$ cat src/rtl/dmem_axi_bridge.sv
// MEM-stage data memory responder: turns each ce_i request into one single-beat
// AXI4 read or write, stalling the pipeline through busy_o until it completes.
module dmem_axi_bridge #(
  parameter int ID_WIDTH = 4,
  parameter int AXI_ID   = 1
) (
  input  logic                clk,
  input  logic                rst,
  input  logic                ce_i,
  input  logic                we_i,
  input  logic [3:0]          sel_i,
  input  logic [31:0]         addr_i,
  input  logic [31:0]         data_i,
  output logic                busy_o,
  output logic [31:0]         rdata_o,
  output logic                err_o,
  output logic [ID_WIDTH-1:0] arid,
  output logic [31:0]         araddr,
  output logic [7:0]          arlen,
  output logic [2:0]          arsize,
  output logic [1:0]          arburst,
  output logic                arvalid,
  input  logic                arready,
  input  logic [ID_WIDTH-1:0] rid,
  input  logic [31:0]         rdata,
  input  logic [1:0]          rresp,
  input  logic                rlast,
  input  logic                rvalid,
  output logic                rready,
  output logic [ID_WIDTH-1:0] awid,
  output logic [31:0]         awaddr,
  output logic [7:0]          awlen,
  output logic [2:0]          awsize,
  output logic [1:0]          awburst,
  output logic                awvalid,
  input  logic                awready,
  output logic [31:0]         wdata,
  output logic [3:0]          wstrb,
  output logic                wlast,
  output logic                wvalid,
  input  logic                wready,
  input  logic [ID_WIDTH-1:0] bid,
  input  logic [1:0]          bresp,
  input  logic                bvalid,
  output logic                bready
);

  localparam logic [2:0] IDLE = 3'd0;
  localparam logic [2:0] RD_A = 3'd1;
  localparam logic [2:0] RD_D = 3'd2;
  localparam logic [2:0] WR   = 3'd3;
  localparam logic [2:0] WR_B = 3'd4;
  localparam logic [2:0] DONE = 3'd5;

  // MEM lane 3 is the lowest-addressed byte; AXI lane 0 is.
  function automatic logic [31:0] byte_rev(input logic [31:0] d);
    return {d[7:0], d[15:8], d[23:16], d[31:24]};
  endfunction

  function automatic logic [3:0] bit_rev4(input logic [3:0] s);
    return {s[0], s[1], s[2], s[3]};
  endfunction

  function automatic logic [2:0] size_of(input logic [3:0] s);
    logic [2:0] sz;
    case (s)
      4'b1111:                            sz = 3'd2;
      4'b1100, 4'b0011:                   sz = 3'd1;
      4'b1000, 4'b0100, 4'b0010, 4'b0001: sz = 3'd0;
      default:                            sz = 3'd2;
    endcase
    return sz;
  endfunction

  logic [2:0]  state_r;
  logic [31:0] addr_r;
  logic [31:0] data_r;
  logic [3:0]  sel_r;
  logic        we_r;
  logic        arvalid_r;
  logic        rready_r;
  logic        awvalid_r;
  logic        wvalid_r;
  logic        bready_r;
  logic [31:0] rdata_r;
  logic        err_r;
  logic        aw_done_s;
  logic        w_done_s;
  logic        unused_s;

  // A write channel is finished once its valid has dropped or is handshaking now.
  assign aw_done_s = !awvalid_r || awready;
  assign w_done_s  = !wvalid_r  || wready;
  assign unused_s  = ^{rid, bid, rlast, we_r};

  // Transaction FSM and AXI handshake flags.
  always_ff @(posedge clk) begin
    if (rst) begin
      state_r   <= IDLE;
      addr_r    <= 32'd0;
      data_r    <= 32'd0;
      sel_r     <= 4'd0;
      we_r      <= 1'b0;
      arvalid_r <= 1'b0;
      rready_r  <= 1'b0;
      awvalid_r <= 1'b0;
      wvalid_r  <= 1'b0;
      bready_r  <= 1'b0;
      rdata_r   <= 32'd0;
      err_r     <= 1'b0;
    end else begin
      err_r <= 1'b0;
      case (state_r)
        IDLE: begin
          if (ce_i) begin
            addr_r <= addr_i;
            data_r <= data_i;
            sel_r  <= sel_i;
            we_r   <= we_i;
            if (we_i) begin
              state_r   <= WR;
              awvalid_r <= 1'b1;
              wvalid_r  <= 1'b1;
            end else begin
              state_r   <= RD_A;
              arvalid_r <= 1'b1;
            end
          end
        end
        RD_A: begin
          if (arready) begin
            arvalid_r <= 1'b0;
            rready_r  <= 1'b1;
            state_r   <= RD_D;
          end
        end
        RD_D: begin
          if (rvalid) begin
            rdata_r  <= byte_rev(rdata);
            err_r    <= (rresp != 2'b00);
            rready_r <= 1'b0;
            state_r  <= DONE;
          end
        end
        WR: begin
          if (awready) begin
            awvalid_r <= 1'b0;
          end
          if (wready) begin
            wvalid_r <= 1'b0;
          end
          if (aw_done_s && w_done_s) begin
            bready_r <= 1'b1;
            state_r  <= WR_B;
          end
        end
        WR_B: begin
          if (bvalid) begin
            err_r    <= (bresp != 2'b00);
            bready_r <= 1'b0;
            state_r  <= DONE;
          end
        end
        DONE: begin
          state_r <= IDLE;
        end
        default: begin
          state_r <= IDLE;
        end
      endcase
    end
  end

  assign busy_o  = ce_i && (state_r != DONE);
  assign rdata_o = rdata_r;
  assign err_o   = err_r;

  assign arid    = ID_WIDTH'(AXI_ID);
  assign araddr  = addr_r;
  assign arlen   = 8'd0;
  assign arsize  = size_of(sel_r);
  assign arburst = 2'b01;
  assign arvalid = arvalid_r;
  assign rready  = rready_r;

  assign awid    = ID_WIDTH'(AXI_ID);
  assign awaddr  = addr_r;
  assign awlen   = 8'd0;
  assign awsize  = size_of(sel_r);
  assign awburst = 2'b01;
  assign awvalid = awvalid_r;
  assign wdata   = byte_rev(data_r);
  assign wstrb   = bit_rev4(sel_r);
  assign wlast   = 1'b1;
  assign wvalid  = wvalid_r;
  assign bready  = bready_r;

endmodule

$ cat config.mk
export PLATFORM = sky130hd
export DESIGN_NAME = dmem_axi_bridge
export DESIGN_NICKNAME = d
export VERILOG_FILES = /design/src/rtl/dmem_axi_bridge.sv
export SDC_FILE = /design/constraint.sdc
export NUM_CORES = 1
export LEC_CHECK = 0
export BUFFER_PORTS_ARGS = -buffer_cell sky130_fd_sc_hd__buf_2
export CORE_AREA = 5 5 113 115
export CTS_CLUSTER_DIAMETER = 120
export DETAILED_ROUTE_END_ITERATION = 8
export DIE_AREA = 0 0 118 120
export PLACE_DENSITY_LB_ADDON = 0.12
export SYNTH_ARGS = -nofsm -noshare
export SYNTH_HDL_FRONTEND = slang
export SYNTH_SLANG_ARGS = --single-unit
$ cat constraint.sdc
create_clock -name clk -period 2.4 [get_ports clk]
set_clock_uncertainty 0.2 [all_clocks]
set_input_delay 0.48 -clock clk [delete_from_list [all_inputs] [get_ports clk]]
set_output_delay 0.48 -clock clk [all_outputs]
set_load 0.01 [all_outputs]
Word level (Yosys, flattened, before mapping)
Cells that the tools add are included. Widths: inputs -> output; s select.

Word-level logic and storage cells: 81. Input bits: 122. Output and inout bits: 174. Register bits: 109.

Reduce and logical (&&, ||, !) cells: 23. Multiplexer cells: 27. Equal/unequal tests: 20.

Operator list (count): $ne 2x2->1 const B (9); $mux 3 (5); $pmux 3 s5 (1); $mux 1 (13); $pmux 1 s2 (6); $reduce_and 4->1 (3); $reduce_bool 2->1 (6); $eq 4x2->1 const B (2); $eq 4x4->1 const B (2); $eq 3x2->1 const B (2); $reduce_and 3->1 (2); $reduce_and 5->1 (1); $eq 4x1->1 const B (1); $eq 4x3->1 const B (1); $pmux 2 s2 (1); $reduce_and 2->1 (2); $reduce_or 4->1 (1); $eq 3x1->1 const B (1); $eq 3x3->1 const B (1); $logic_not 3->1 (1); $ne 3x3->1 const B (1); $logic_and 1x1->1 (2); $logic_not 1->1 (2); $logic_or 1x1->1 (2); other kinds (2) (2).

Longest topological paths before layout
Gate-level depths: netlist of run 1.

Depth in word-level cells: 5. Depth in mapped cells: 6. Mapped depth without buffers: 3.

Worst setup path after synthesis of run 1
Ideal clock, no wire load.

Path type: input to register. Start: in ce_i. End: reg addr_r[10], in the netlist araddr[10]. Stages on the path: 6. Arrival: 1391 ps. Setup slack: 677 ps. Buffers on the path: 3. Library setup time: 132 ps. Path through: or4b_1 > buf_2 > buf_6 > buf_6 > nand2_1 > a21oi_1.

Longest elaborated chain between the ends: 1.

RTL lines: start, declared (RTL line 9) `input logic ce_i,`; $reduce_and 2->1 (no source line); end signal, assigned (RTL line 116) `addr_r <= addr_i;`; end, declared (RTL line 76) `logic [31:0] addr_r;`.

Every way passes these cells. A chain may end at the register's enable or synchronous reset.

Worst setup path in the final report of run 1
Start: reg state_r[2]. End: out busy_o.

Longest elaborated chain between the ends: 2.

RTL lines: start, declared (RTL line 75) `logic [2:0] state_r;`; start signal, assigned (RTL line 99) `state_r <= IDLE;`; start signal, assigned (RTL line 121) `state_r <= WR;`; start signal, assigned (RTL line 125) `state_r <= RD_A;`; $ne 3x3->1 (RTL line 174) `assign busy_o = ce_i && (state_r != DONE);`; $logic_and 1x1->1 (RTL line 174); end, declared (RTL line 14) `output logic busy_o,`.

Every way passes these cells.

==> run summary, run 1 <==
The flow ran to the end, and the final reports show no timing, DRC or antenna violations. The most used flip-flop cell after synthesis is sky130_fd_sc_hd__dfxtp_1. The number of instances in the synthesized netlist came out at 564. The startpoint identified for the worst register-to-register timing path is state_r[1].

The time the worst path needs with I/O delays and setup is 2.18 ns. Grouping stages by cell kind, the critical path spends the most delay in flip-flops. The total count of hold-check failures in the final report was 0.

The count of cells resized by post-cts repair is 0. Clock tree synthesis found a total of 109 sinks. STA classifies the critical path startpoint as a flip-flop.

Counting cells, the worst reg-to-reg path comes to 4. The critical path in this run is classified as reg -> out. Tracing the worst setup path back leads to its startpoint at state_r[2].

By area the synthesized netlist is led by sky130_fd_sc_hd__dfxtp_1 49%, sky130_fd_sc_hd__nand2_1 17%, sky130_fd_sc_hd__a21oi_1 12%, sky130_fd_sc_hd__buf_4 11%, sky130_fd_sc_hd__clkbuf_1 1.7%. The first-pass GRT wire length is 19.7 mm. Setup repair after global routing left no endpoint under its margin.

The number of max-cap violations came out at 0. The number of antenna violations at the first check in global routing is 1. The detailed router's first-iteration violation count is 238.

The worst setup timing slack at the placement stage came out at 0.379 ns. The number of buffers inserted by port buffering is 255. The number of H-tree levels came out at 3. The highest fanout seen on the critical path is 12. The DRC violation count after routing came out at 0. The average wire length per cell after detail routing is 13.8 um.

The number of placed instances, taps included, is 900. The tightest hold path in the finished design has a slack of 0.145 ns. The final setup TNS came out at 0 ns. The cell with the largest stage delay on the worst path is sky130_fd_sc_hd__dfxtp_1. For this design the ratio of total power to cell area is 1070 nW/um2.

The final HPWL from detailed placement came out at 9.38 mm. Following the worst setup path forward leads to its endpoint at busy_o. From bottom edge to top edge, the die measures 120 um. The maximum number of pins on one net before global-route repair is 72. The final-report max-slew violation count is 0. Setup slack on the critical path of the routed design comes to 0.215 ns. The average vias per placed instance is 4.59. The remaining max-slew budget at the tightest pin is 61.4%.

The final RePlAce weighted congestion is 0.752. The post-CTS clock slew at the launch and capture registers of the worst setup and hold paths is 0.07 ns. The arrival time of data at the critical path endpoint is 1.50 ns. The share of synthesized area in the top cell type comes to 48.9%. The post-synthesis cell type count came out at 32. The CTS tree is built. The final routed wirelength across all metal layers is 12.6 mm.

The proportion of register bits with asynchronous set or reset after synthesis came out at 0%. The total grt overflow came out at 0. Setup violations remaining at the end of the flow were counted as 0. The synthesis warning total came out at 0. The floorplan has 40 rows. The initial core utilization is 38.1%.

The flip-flop and latch count after synthesis is 109. The buffer depth of the longest clock path is 2. After layout, the worst path uses 91.0% of the clock period. The synthesized design spends more area on one cell type than any other, namely sky130_fd_sc_hd__dfxtp_1. The standard cell core area came out at 11700 um2. The average size of a mapped cell is 7.90 um2. The required time at the worst-slack endpoint is 1.72 ns. The post-synthesis sequential area ratio is 48.9%. At the pin with the least slew margin, the transition time is 0.578 ns. The final instance area is 5810 um2.

The worst setup slack for register-to-register paths came out at 0.43 ns. The chip width came out at 118 um. The count of nets left with antenna violations once routing finished came out at 0. The delay of the slowest cell on the worst path is 0.63 ns. The combined buffer and inverter count along the critical path is 1. The synthesized netlist occupies a cell area of 4460 um2. Pin placement for this block handled 296 I/O pins. In the final design database the tool counted 886 nets.

The maximum clock frequency is 458 MHz. STA classifies the critical path endpoint as an output pin. The worst register-to-register path ends at data_r[31].

The number of clock buffers inserted by TritonCTS came out at 9. Buffers added to address setup during post-CTS repair amount to 0. The global-route usage over all layers is 17.0%.

The count of hold-fix buffers inserted at cts came out at 0. The total iterations of the first detailed-routing run is 4. The layout overhead on the synthesized area came out at 30.3%. The worst vdd rail ir drop is 0.539 mV. For the worst-skew pair, the clock arrives at the later sink with an insertion delay of 0.34 ns. CTS placed an instance of sky130_fd_sc_hd__clkbuf_16 at the clock tree root. The fraction of layout instances using a drive strength above 1 came out at 36.7%. The tightest min-delay check is of the in -> reg type. The instance area after placement is 5470 um2. The die outline area came out at 14200 um2.

The final non-filler cell total is 916. 0 antenna diodes ended up in the layout. The number of enable flip-flop cells after synthesis came out at 0. The count of vias placed by the detailed router is 4202. The number of fill cells is 1183.

The number of global-route vias before repair is 3960. The leakage dissipation came out at 2.83 nW. The critical path goes through nor2b_1, a21boi_0, buf_2. Counting buffers and inverters, the worst setup path is 3 cells deep.
-- sequential cells by signal (all words and copies together), names as in the netlist --
| name | count |
|---|---|
| rready | 1 |
| awvalid | 1 |
| sel_r | 4 |
| err_o | 1 |
| bready | 1 |
| rdata_o | 32 |
| data_r | 32 |
| wvalid | 1 |
| arvalid | 1 |
| state_r | 3 |
| araddr | 32 |
-- synth_stat cells (3+ instances only) --
cell type and instances:
sky130_fd_sc_hd__nand2_1 202, sky130_fd_sc_hd__dfxtp_1 109, sky130_fd_sc_hd__a21oi_1 105, sky130_fd_sc_hd__buf_4 66, sky130_fd_sc_hd__clkbuf_1 20, sky130_fd_sc_hd__buf_2 14
sky130_fd_sc_hd__nor2_1 6, sky130_fd_sc_hd__nand2b_1 4, sky130_fd_sc_hd__nor2b_1 4, sky130_fd_sc_hd__buf_6 3, sky130_fd_sc_hd__nand3_1 3
-- cells in the final DEF (no fill, tap or decap), types with 4 or more instances in the layout --
master                      instances
sky130_fd_sc_hd__buf_2            254
sky130_fd_sc_hd__nand2_1          202
sky130_fd_sc_hd__dfxtp_1          109
sky130_fd_sc_hd__a21oi_1          105
sky130_fd_sc_hd__conb_1            31
sky130_fd_sc_hd__clkbuf_16          9
sky130_fd_sc_hd__nor2_1             6
sky130_fd_sc_hd__buf_4              6
sky130_fd_sc_hd__nor2b_1            4
sky130_fd_sc_hd__nand2b_1           4
-- power breakdown --
part           switching [W]  internal, W  total, W  leakage (nW)
combinational        0.00126     0.000818   0.00208          1.77
sequential          0.000248      0.00217   0.00242         0.890
clock               0.000666      0.00102   0.00169         0.163
-- worst min-delay path by stage --
stage,to,cells after the start,startpoint,slack [ns]
final,wvalid,2,wready,0.14
after global routing,wvalid,2,wready,0.14
after CTS,wvalid,2,wready,0.13
after detailed placement,rdata_o[22],2,rdata_o[22],0.24
after global placement,data_r[3],2,data_r[3],0.24
after floorplan,data_r[0],2,data_r[0],0.28
-- cells by family (layout without fill, tap and decap cells) --
logic type / Yosys count / in the layout / synth area share [%]
AO/OA/AOI/OAI: 118 / 118 / 14.2
XOR/XNOR: 1 / 1 / 0.196
buffers and inverters: 104 / 280 / 15.2
flip-flops: 109 / 109 / 48.9
multiplexers: 1 / 1 / 0.225
other: 2 / 31 / 0.168
AND/OR/NAND/NOR: 229 / 229 / 21.1
-- per-layer routing --
layer / track usage, % / up-vias / wire length (um)
met4: 6.38 / 2 / 224
met3: 7.12 / 16 / 1320
met2: 28.4 / 179 / 6050
met1: 19.3 / 1879 / 5020
met5: 0 / - / 13
li1: - / 2126 / -
-- through the flow --
stage	util [%]	total power, W
after floorplan	-	0.00395
after global placement	46.7	0.00454
after detailed placement	46.7	0.00458
after CTS	49.6	0.00629
after global routing	49.6	0.00662
final	49.6	0.00619
-- final cells by class --
type                    instances  area, um2  share of cell area (%)
clock buffers                  10        229                    3.94
inverters                       1       3.75                  0.0646
flip-flops and latches        109       2180                    37.6
multi-input cells             380       1720                    29.6
repair buffers                263       1380                    23.7
clock inverters                 6        111                    1.92
well taps                     147        184                    3.17
Power figures use the tool's default switching activity.
==> run 2: changes to the inputs <==
--- a/config.mk
+++ b/config.mk
@@ -10,7 +10,7 @@
 export CTS_CLUSTER_DIAMETER = 120
 export DETAILED_ROUTE_END_ITERATION = 8
 export DIE_AREA = 0 0 118 120
-export PLACE_DENSITY_LB_ADDON = 0.12
+export PLACE_DENSITY_LB_ADDON = 0.3
 export SYNTH_ARGS = -nofsm -noshare
 export SYNTH_HDL_FRONTEND = slang
 export SYNTH_SLANG_ARGS = --single-unit
==> run summary, run 2 (synthesis results as in run 1) <==
The cell chosen for the clock root is sky130_fd_sc_hd__clkbuf_16. The net count reported at finish came to 890 (+0.45%). The number of antenna violations at the first check in global routing came to 0 (-1). The worst setup path is captured at an output pin. The required time at the worst-slack endpoint is 1.72 ns (about the same). The remaining antenna violation count was 0 (unchanged). The number of global-route vias before repair is 4001 (+1.0%).

The total iterations of the first detailed-routing run is 4 (unchanged). The first-pass GRT wire length is 19.7 mm (about the same). The number of max-cap violations is 0 (unchanged). The detailed router's first-iteration violation count came out at 251 (+5.5%). The final HPWL from detailed placement is 9.33 mm (-0.47%). The worst setup path is of the reg -> out kind.

The final setup TNS was 0 ns (unchanged). The worst vdd rail ir drop came to 0.451 mV (-16%). The worst setup path is launched from a flip-flop. TritonCTS built the clock tree.

The initial core utilization came to 38.1% (unchanged). The y dimension of the die came out at 120 um (unchanged). Walking the worst path, the cells encountered are nor2b_1, a21boi_0, buf_2. The total grt overflow came out at 0 (unchanged).

The flow ran to the end, and the final reports show no timing, DRC or antenna violations. Leaving out fill and tap cells, the most frequent cell in the layout is sky130_fd_sc_hd__buf_2. The setup-violating endpoint count in the final report was 0 (unchanged). The standard cell core area came out at 11700 um2 (unchanged). The final period utilization came out at 93.0% (+1.9 points).

The transition time at the pin with the least slew margin came out at 0.526 ns (-0.0522 ns). The number of clock buffers inserted by TritonCTS is 9 (unchanged). The highest fanout seen on the critical path came out at 12 (unchanged).

The number of buffers inserted by port buffering came out at 255 (unchanged). The post-CTS clock slew at the launch and capture registers of the worst setup and hold paths is 0.07 ns (about the same). The number of primary I/O pins is 296 (unchanged). The buffer depth of the longest clock path came out at 2 (unchanged). The average wire length per cell after detail routing is 13.6 um (-1.4%). The row count came out at 40 (unchanged). On the critical path, the stage with the largest delay is an instance of sky130_fd_sc_hd__dfxtp_1. The worst hold margin is 0.146 ns (+0.00109 ns). The die outline area came out at 14200 um2 (unchanged). The remaining max-slew budget at the tightest pin came out at 64.9% (+3.5 points). The number of H-tree levels came out at 3 (unchanged).

The count of antenna diodes in the layout came out at 0 (unchanged). The final RePlAce weighted congestion is 0.732 (-2.8%). The arrival time of data at the critical path endpoint came out at 1.55 ns (+0.05 ns). The final routed wirelength across all metal layers is 12.5 mm (-1.1%). The global-route usage over all layers came out at 16.9% (-0.12 points). The fraction of layout instances using a drive strength above 1 is 36.8% (+0.12 points). The average vias per placed instance is 4.52 (-1.4%). The layout overhead on the synthesized area came out at 29.3%. The leakage dissipation came out at 2.82 nW (-0.38%). The number of buffers inserted by post-CTS setup repair is 0 (unchanged). The total count of hold-check failures in the final report came to 0 (unchanged).

The maximum clock frequency came out at 448 MHz (-2.1%). The time the worst path needs with I/O delays and setup is 2.23 ns (+0.0466 ns). The worst setup slack for register-to-register paths came out at 0.39 ns (-0.04 ns). The delay of the slowest cell on the worst path is 0.64 ns (about the same). The DRC violation count after routing is 0 (unchanged).

The min-delay analysis places its worst path in the category in -> reg. The chip width is 118 um (unchanged). The final-report max-slew violation count was 0 (unchanged).

Setup repair after global routing left no endpoint under its margin. The top cell types in the final layout, fill and taps aside, are 254 x sky130_fd_sc_hd__buf_2, 202 x sky130_fd_sc_hd__nand2_1, 109 x sky130_fd_sc_hd__dfxtp_1. The power per unit of standard cell area is 1030 nW/um2 (-3.0%).

The CTS sink count is 109 (unchanged). The count of hold-fix buffers inserted at cts is 0 (unchanged). The maximum number of pins on one net before global-route repair was 57 (-21%). The clock insertion delay at the later pin of the skew report is 0.34 ns (about the same). The count of cells resized by post-cts repair is 0 (unchanged). The count of vias placed by the detailed router came to 4157 (-1.1%).
## run 2: path summary, 6_finish.rpt
check | from | cells past startpoint | endpoint
setup / recovery | state_r[2] | 3 | busy_o
hold / removal | wready | 2 | wvalid
setup reg to reg | state_r[1] | 4 | araddr[15]
hold reg to reg | rdata_o[12] | 2 | rdata_o[12]
## run 2: routing by layer
metal / track usage [%] / vias up / wire [um]
met5: 0 / - / 0
met4: 5.45 / 0 / 177
met3: 7.54 / 15 / 1390
met2: 27.8 / 195 / 5860
met1: 19.6 / 1811 / 5060
li1: - / 2136 / -
## run 2: final cells by class
class,count,area (um2)
multi-input cells,380,1720
fillers,1164,5950
clock buffers,13,260
well taps,147,184
repair buffers,267,1390
clock inverters,2,17.5
flip-flops and latches,109,2180
inverters,1,3.75
## run 2: stage by stage
step / utilization [%] / instance area (um2) / worst slack (ns) / std cells / power (W)
after global routing: 49.2 / 5760 / 0.00787 / 919 / 0.00638
after detailed placement: 46.8 / 5490 / 0.362 / 904 / 0.00463
after floorplan: - / 4570 / 0.677 / 593 / 0.00395
final: 49.2 / 5760 / 0.168 / 919 / 0.00596
after CTS: 49.2 / 5760 / 0.151 / 919 / 0.00604
after global placement: 46.8 / 5490 / 0.391 / 904 / 0.00457
## run 2: where the power goes
part           leakage [nW]  switching, W  internal [W]
Sequential            0.890      0.000253       0.00217
Combinational          1.79       0.00128      0.000849
Clock                 0.136      0.000639      0.000762
Total                  2.82       0.00218       0.00378
## run 2: critical path, delay by kind of cell (launching register included)
kind / cells / cell delay [ns]
buffers and inverters: 1 / 0.16
flip-flops: 1 / 0.64
AO/OA/AOI/OAI: 1 / 0.12
AND/OR/NAND/NOR: 1 / 0.29
